==> src/rtl/lcg_pkg.sv <==
`default_nettype none
// ============================================================================
// Module      : lcg_pkg
// Description : Shared LCG constants and checker state encoding. The stream
//               generator and lcg_checker both use these defaults.
// Revision    : 1.0 - initial release
// ============================================================================
package lcg_pkg;

  // Default recurrence x' = LCG_A * x + LCG_C (mod 2^N)
  localparam int unsigned LCG_A = 32'd1103515245;
  localparam int unsigned LCG_C = 32'd12345;

  // Checker sequencing states
  typedef enum logic [1:0] {
    SEARCH = 2'd0,
    TRACK  = 2'd1,
    LOCKED = 2'd2
  } state_t;

endpackage : lcg_pkg
`default_nettype wire

==> src/rtl/lcg_step.sv <==
`default_nettype none
// ============================================================================
// Module      : lcg_step
// Description : Combinational single LCG step, next = A * x + C (mod 2^N).
//               A and C are truncated to N bits. The product keeps only its
//               low N bits.
// Revision    : 1.0 - initial release
// ============================================================================
module lcg_step
  import lcg_pkg::*;
#(
  parameter int          N = 32,
  parameter int unsigned A = LCG_A,
  parameter int unsigned C = LCG_C
) (
  input  logic [N-1:0] x,
  output logic [N-1:0] next
);

  localparam logic [N-1:0] A_N = N'(A);
  localparam logic [N-1:0] C_N = N'(C);

  // All operands are N bits wide, so the result wraps modulo 2^N
  assign next = A_N * x + C_N;

endmodule : lcg_step
`default_nettype wire

==> config.mk <==
export PLATFORM = sky130hd
export DESIGN_NAME = lcg_step
export DESIGN_NICKNAME = d
export VERILOG_FILES = /design/src/rtl/lcg_pkg.sv /design/src/rtl/lcg_step.sv
export SDC_FILE = /design/constraint.sdc
export NUM_CORES = 1
export LEC_CHECK = 0
export ABC_AREA = 0
export CORE_MARGIN = 4
export CORE_UTILIZATION = 57
export DETAILED_ROUTE_END_ITERATION = 10
export GPL_TIMING_DRIVEN = 1
export MAX_ROUTING_LAYER = met4
export PLACE_DENSITY = 0.9
export SYNTH_ARGS = -nofsm -noshare
export SYNTH_HDL_FRONTEND = slang
export SYNTH_SLANG_ARGS = --single-unit
export TNS_END_PERCENT = 30
==> constraint.sdc <==
create_clock -name vclk -period 14.9
set_input_delay 4.47 -clock vclk [all_inputs]
set_output_delay 4.47 -clock vclk [all_outputs]
set_load 0.01 [all_outputs]
Yosys cells after proc, flatten, opt, wreduce, memory -nomap -nowiden

Index checks and enable logic that the tools add are counted.

Register bits: 0
Input port bits: 32
Output and inout bits: 32
Word-level logic and storage cells: 2

Add/sub/neg operators: 1
Multiply operators: 1

Operators by type and width:

| operator                                            | number |
|---|---|
| adder 32 x 14 -> 32 bit (second input constant)     | 1 |
| multiplier 31 x 32 -> 32 bit (first input constant) | 1 |

Depth between registers and ports, before layout

Depth in word-level cells: 2
Mapped depth: 26
Gate-level depth less buffers: 25

Worst setup path before layout

OpenSTA, ideal clock, no wires.

Kind: input to output
Start point: input port x[5]
End point: output port next[31]
Arrival time: 10.441 ns
Data required time: 10.430 ns
Slack: -0.011 ns
Cell stages on the path: 25
Path buffers: 1
Cells stage by stage: ha_1 -> xor2_1 -> ha_1 -> a21oi_1 -> fa_1 -> fa_1 -> inv_1 -> fa_1 -> inv_1 -> fa_1 -> inv_1 -> fa_1 -> inv_1 -> fa_1 -> inv_1 -> ha_1 -> buf_2 -> nand4_1 -> nor3_1 -> or4_1 -> o221ai_1 -> o21ai_1 -> a211oi_2 -> a21oi_1 -> xnor2_1

Longest elaborated chain between the ends: 2

RTL lines:

| item                         | line           | source |
|---|---|---|
| from (decl)                  | lcg_step.sv:16 | `input logic [N-1:0] x,` |
| multiplier 31 x 32 -> 32 bit | lcg_step.sv:24 | `assign next = A_N * x + C_N;` |
| adder 32 x 14 -> 32 bit      | lcg_step.sv:24 |  |
| to (decl)                    | lcg_step.sv:17 | `output logic [N-1:0] next` |

Every way passes these cells.

Worst setup path in the final report

Start point: input port x[6]
End point: output port next[29]

Same word-level chain as after synthesis.

==> insert_results.sql <==
INSERT INTO impl_metrics (metric_group, metric, value, unit) VALUES
('yosys', 'post_synth_instance_area', '9235', 'um^2'),
('timing', 'rsz0062_at_grt', 'yes', ''),
('die', 'top_level_ports', '64', ''),
('place', 'buffer_ports.inserted', '64', ''),
('yosys', 'synth_area_leaders', 'fa_1 (40%), ha_1 (28%), inv_1 (17%), xnor2_1 (4.6%), a21oi_1 (1.6%)', ''),
('route', 'avgViaCountPerCell', '5.453', ''),
('die', 'num_rows', '46', ''),
('critical_path', 'most_prevalent_standard_cell_on_the_critical_path', 'fa_1', ''),
('die', 'floorplan.die.height', '135.3', 'um'),
('yosys', 'synthesis.area_per_instance', '9.198', 'um^2'),
('place', 'hpwl', '23580', 'um'),
('timing', 'final-hold-violation-count', '0', ''),
('critical_path', 'cp-startpoint', 'x[6]', ''),
('critical_path', 'worstPathBufferInverterCount', '8', ''),
('grt', 'global_route.usage.total', '0.3409', ''),
('clocking', 'ctsHoldBuffers', '0', ''),
('final_layout', 'final_nets', '1713', ''),
('critical_path', 'setup.worst_path.class', 'input pin to output pin', ''),
('timing', 'setup_viol_count_final', '13', ''),
('route', 'drt_wl_total', '32450', 'um'),
('grt', 'grt.overflow.total', '0', ''),
('status', 'outcome', 'finished with violations', ''),
('timing', 'post-route-worst-setup-slack', '-352.0', 'ps'),
('grt', 'first_global_vias', '9251', ''),
('timing', 'fmax', '65.57', 'MHz'),
('final_layout', 'total_area_of_sequential_cells', '0', 'um^2'),
('die', 'floorplan.die.width', '135.3', 'um'),
('timing', 'tightest_slew', '465.9', 'ps'),
('yosys', 'synth_top_cell_by_area', 'fa_1', ''),
('critical_path', 'critical_path.max_fanout', '5', ''),
('hold_path', 'worstHoldPathType', 'input pin to output pin', ''),
('die', 'die_footprint', '18300', 'um^2'),
('timing', 'share_of_the_cycle_needed_by_the_critical_path_after_routing', '1.024', ''),
('yosys', 'synthCells', '1004', ''),
('die', 'start_util', '0.5814', ''),
('timing', 'slew_headroom', '0.6861', ''),
('final_layout', 'area_growth', '37.50', '%'),
('timing', 'fin_crit', '15250', 'ps'),
('critical_path', 'crit_family', 'adder cells', ''),
('yosys', 'synth_nets', '1429', ''),
('yosys', 'share_of_yosys_cell_area_claimed_by_the_top_area_cell_type', '0.4010', ''),
('critical_path', 'critPathLaunchType', 'input pin', ''),
('final_layout', 'final_layout_size_suffix_gt1_frac', '0.3056', ''),
('route', 'drt_first_iter_violations', '568', ''),
('grt', 'pin_count_of_the_biggest_net_entering_global_routing', '10', ''),
('route', 'via_count', '8191', ''),
('timing', 'final-max-slew-violation-count', '0', ''),
('critical_path', 'cp_data_required_time', '10430', 'ps'),
('critical_path', 'arrival', '10780', 'ps'),
('yosys', 'synth_cell_types', '44', ''),
('route', 'ant_nets', '0', ''),
('flow_run', 'maxCapViolCount', '0', ''),
('hold_path', 'timing.hold.worst.start', 'x[0]', ''),
('final_layout', 'seq_cell_count', '0', ''),
('critical_path', 'worst_path_max_delay_cell', 'fa_1', ''),
('route', 'total_iterations_of_the_first_detailed_routing_run', '5', ''),
('place', 'gpl.final_weighted_congestion', '0.9837', ''),
('critical_path', 'critPathMaxStageDelay', '540', 'ps'),
('yosys', 'synth-warning-count', '0', ''),
('grt', 'antenna_found_initial', '0', ''),
('critical_path', 'cp-end-kind', 'output pin', ''),
('place', 'placedInstanceArea', '11590', 'um^2'),
('route', 'avg_wl_per_cell', '21.60', 'um'),
('yosys', 'synth_sequential_area_ratio', '0', ''),
('status', 'violations', 'negative setup slack', ''),
('die', 'fp.coreArea', '15890', 'um^2'),
('grt', 'grt_first_pass_wirelength', '46920', 'um'),
('final_layout', 'finalInstanceArea', '12700', 'um^2'),
('final_layout', 'num_antenna_cells', '0', ''),
('route', 'drcViolationCount', '0', ''),
('final_layout', 'clock_buffers', '0', '');
[cell families (layout without fill, tap and decap cells)]
logic type | count (synthesis) | after routing | share of synthesized area
xor+xnor | 62 | 62 | 0.05880
simple gates | 64 | 64 | 0.03374
compound gates | 74 | 74 | 0.05650
fa+ha+maj | 393 | 393 | 0.6828
buf+inv | 410 | 692 | 0.1671
mux | 1 | 1 | 0.001084
[final cells by class]
class	count	area, um^2
Timing Repair Buffer	285	2311
Fill cell	848	3187
Inverter	407	1535
Tap cell	216	270.3
Multi-Input combinational cell	594	8582
[Yosys cell counts, drive strengths merged, types with 2 or more instances]
master  count
o21a        4
nand2b      4
fa        185
xor2       13
a221oi      3
a211oi      4
a21oi      29
nor3        4
o21ai       8
o21bai      8
and3        3
buf         3
a31oi       2
xnor2      49
inv       407
or2         3
a21o        7
nand2      16
and2        2
ha        208
nor2       18
nand4       5
nand3       3
[through the flow]
step	setup TNS (ps)	util	instances	hold slack, ps	setup WS [ps]
after floorplan	0	-	1004	9015	16.51
after global placement	-13040	0.7299	1475	10140	-1205
after detailed placement	-15860	0.7299	1475	10160	-1381
after CTS	-510.5	0.7708	1486	9877	-147.6
after global routing	-4519	0.7994	1502	9912	-527.4
final	-2341	0.7994	1502	9884	-352.0
[timing repair]
item	CTS	global route
setup endpoints to repair	19	17
gates resized for setup	228	117
pin swaps	72	83
hold endpoints to repair	0	0
setup buffers	13	17
[cells in the final DEF, fill, tap and decap left out, drive strengths merged, types with 13 or more instances in the layout]
cell type and count:
ha 208, inv 407, a21oi 29, nand2 16, clkdlybuf4s50 23, fa 185, buf 244, xnor2 49
nor2 18, xor2 13
[tightest hold or removal path: stages]
cell and delay (ps):
dlygate4sd2_1 250, inv_2 70, buf_4 140, clkdlybuf4s50_1 480
[worst paths after layout]
check                      end  slack [ps]  cells past startpoint
worst max-delay path  next[29]        -350                     26
worst min-delay path   next[0]        9880                      4
[metal layers]
metal | GRT usage | part of all wire | vias up | wire length (um)
li1 | - | - | 3509 | -
met1 | 0.3654 | 0.34 | 4002 | 11100
met2 | 0.6114 | 0.51 | 469 | 16520
met3 | 0.03269 | 0.059 | 211 | 1911
met4 | 0.2010 | 0.090 | 0 | 2921
met5 | - | 0 | - | 0
Power is left out: the tool's default activity adds up to more than one toggle a clock period on the data nets, which glitch-free logic cannot reach.
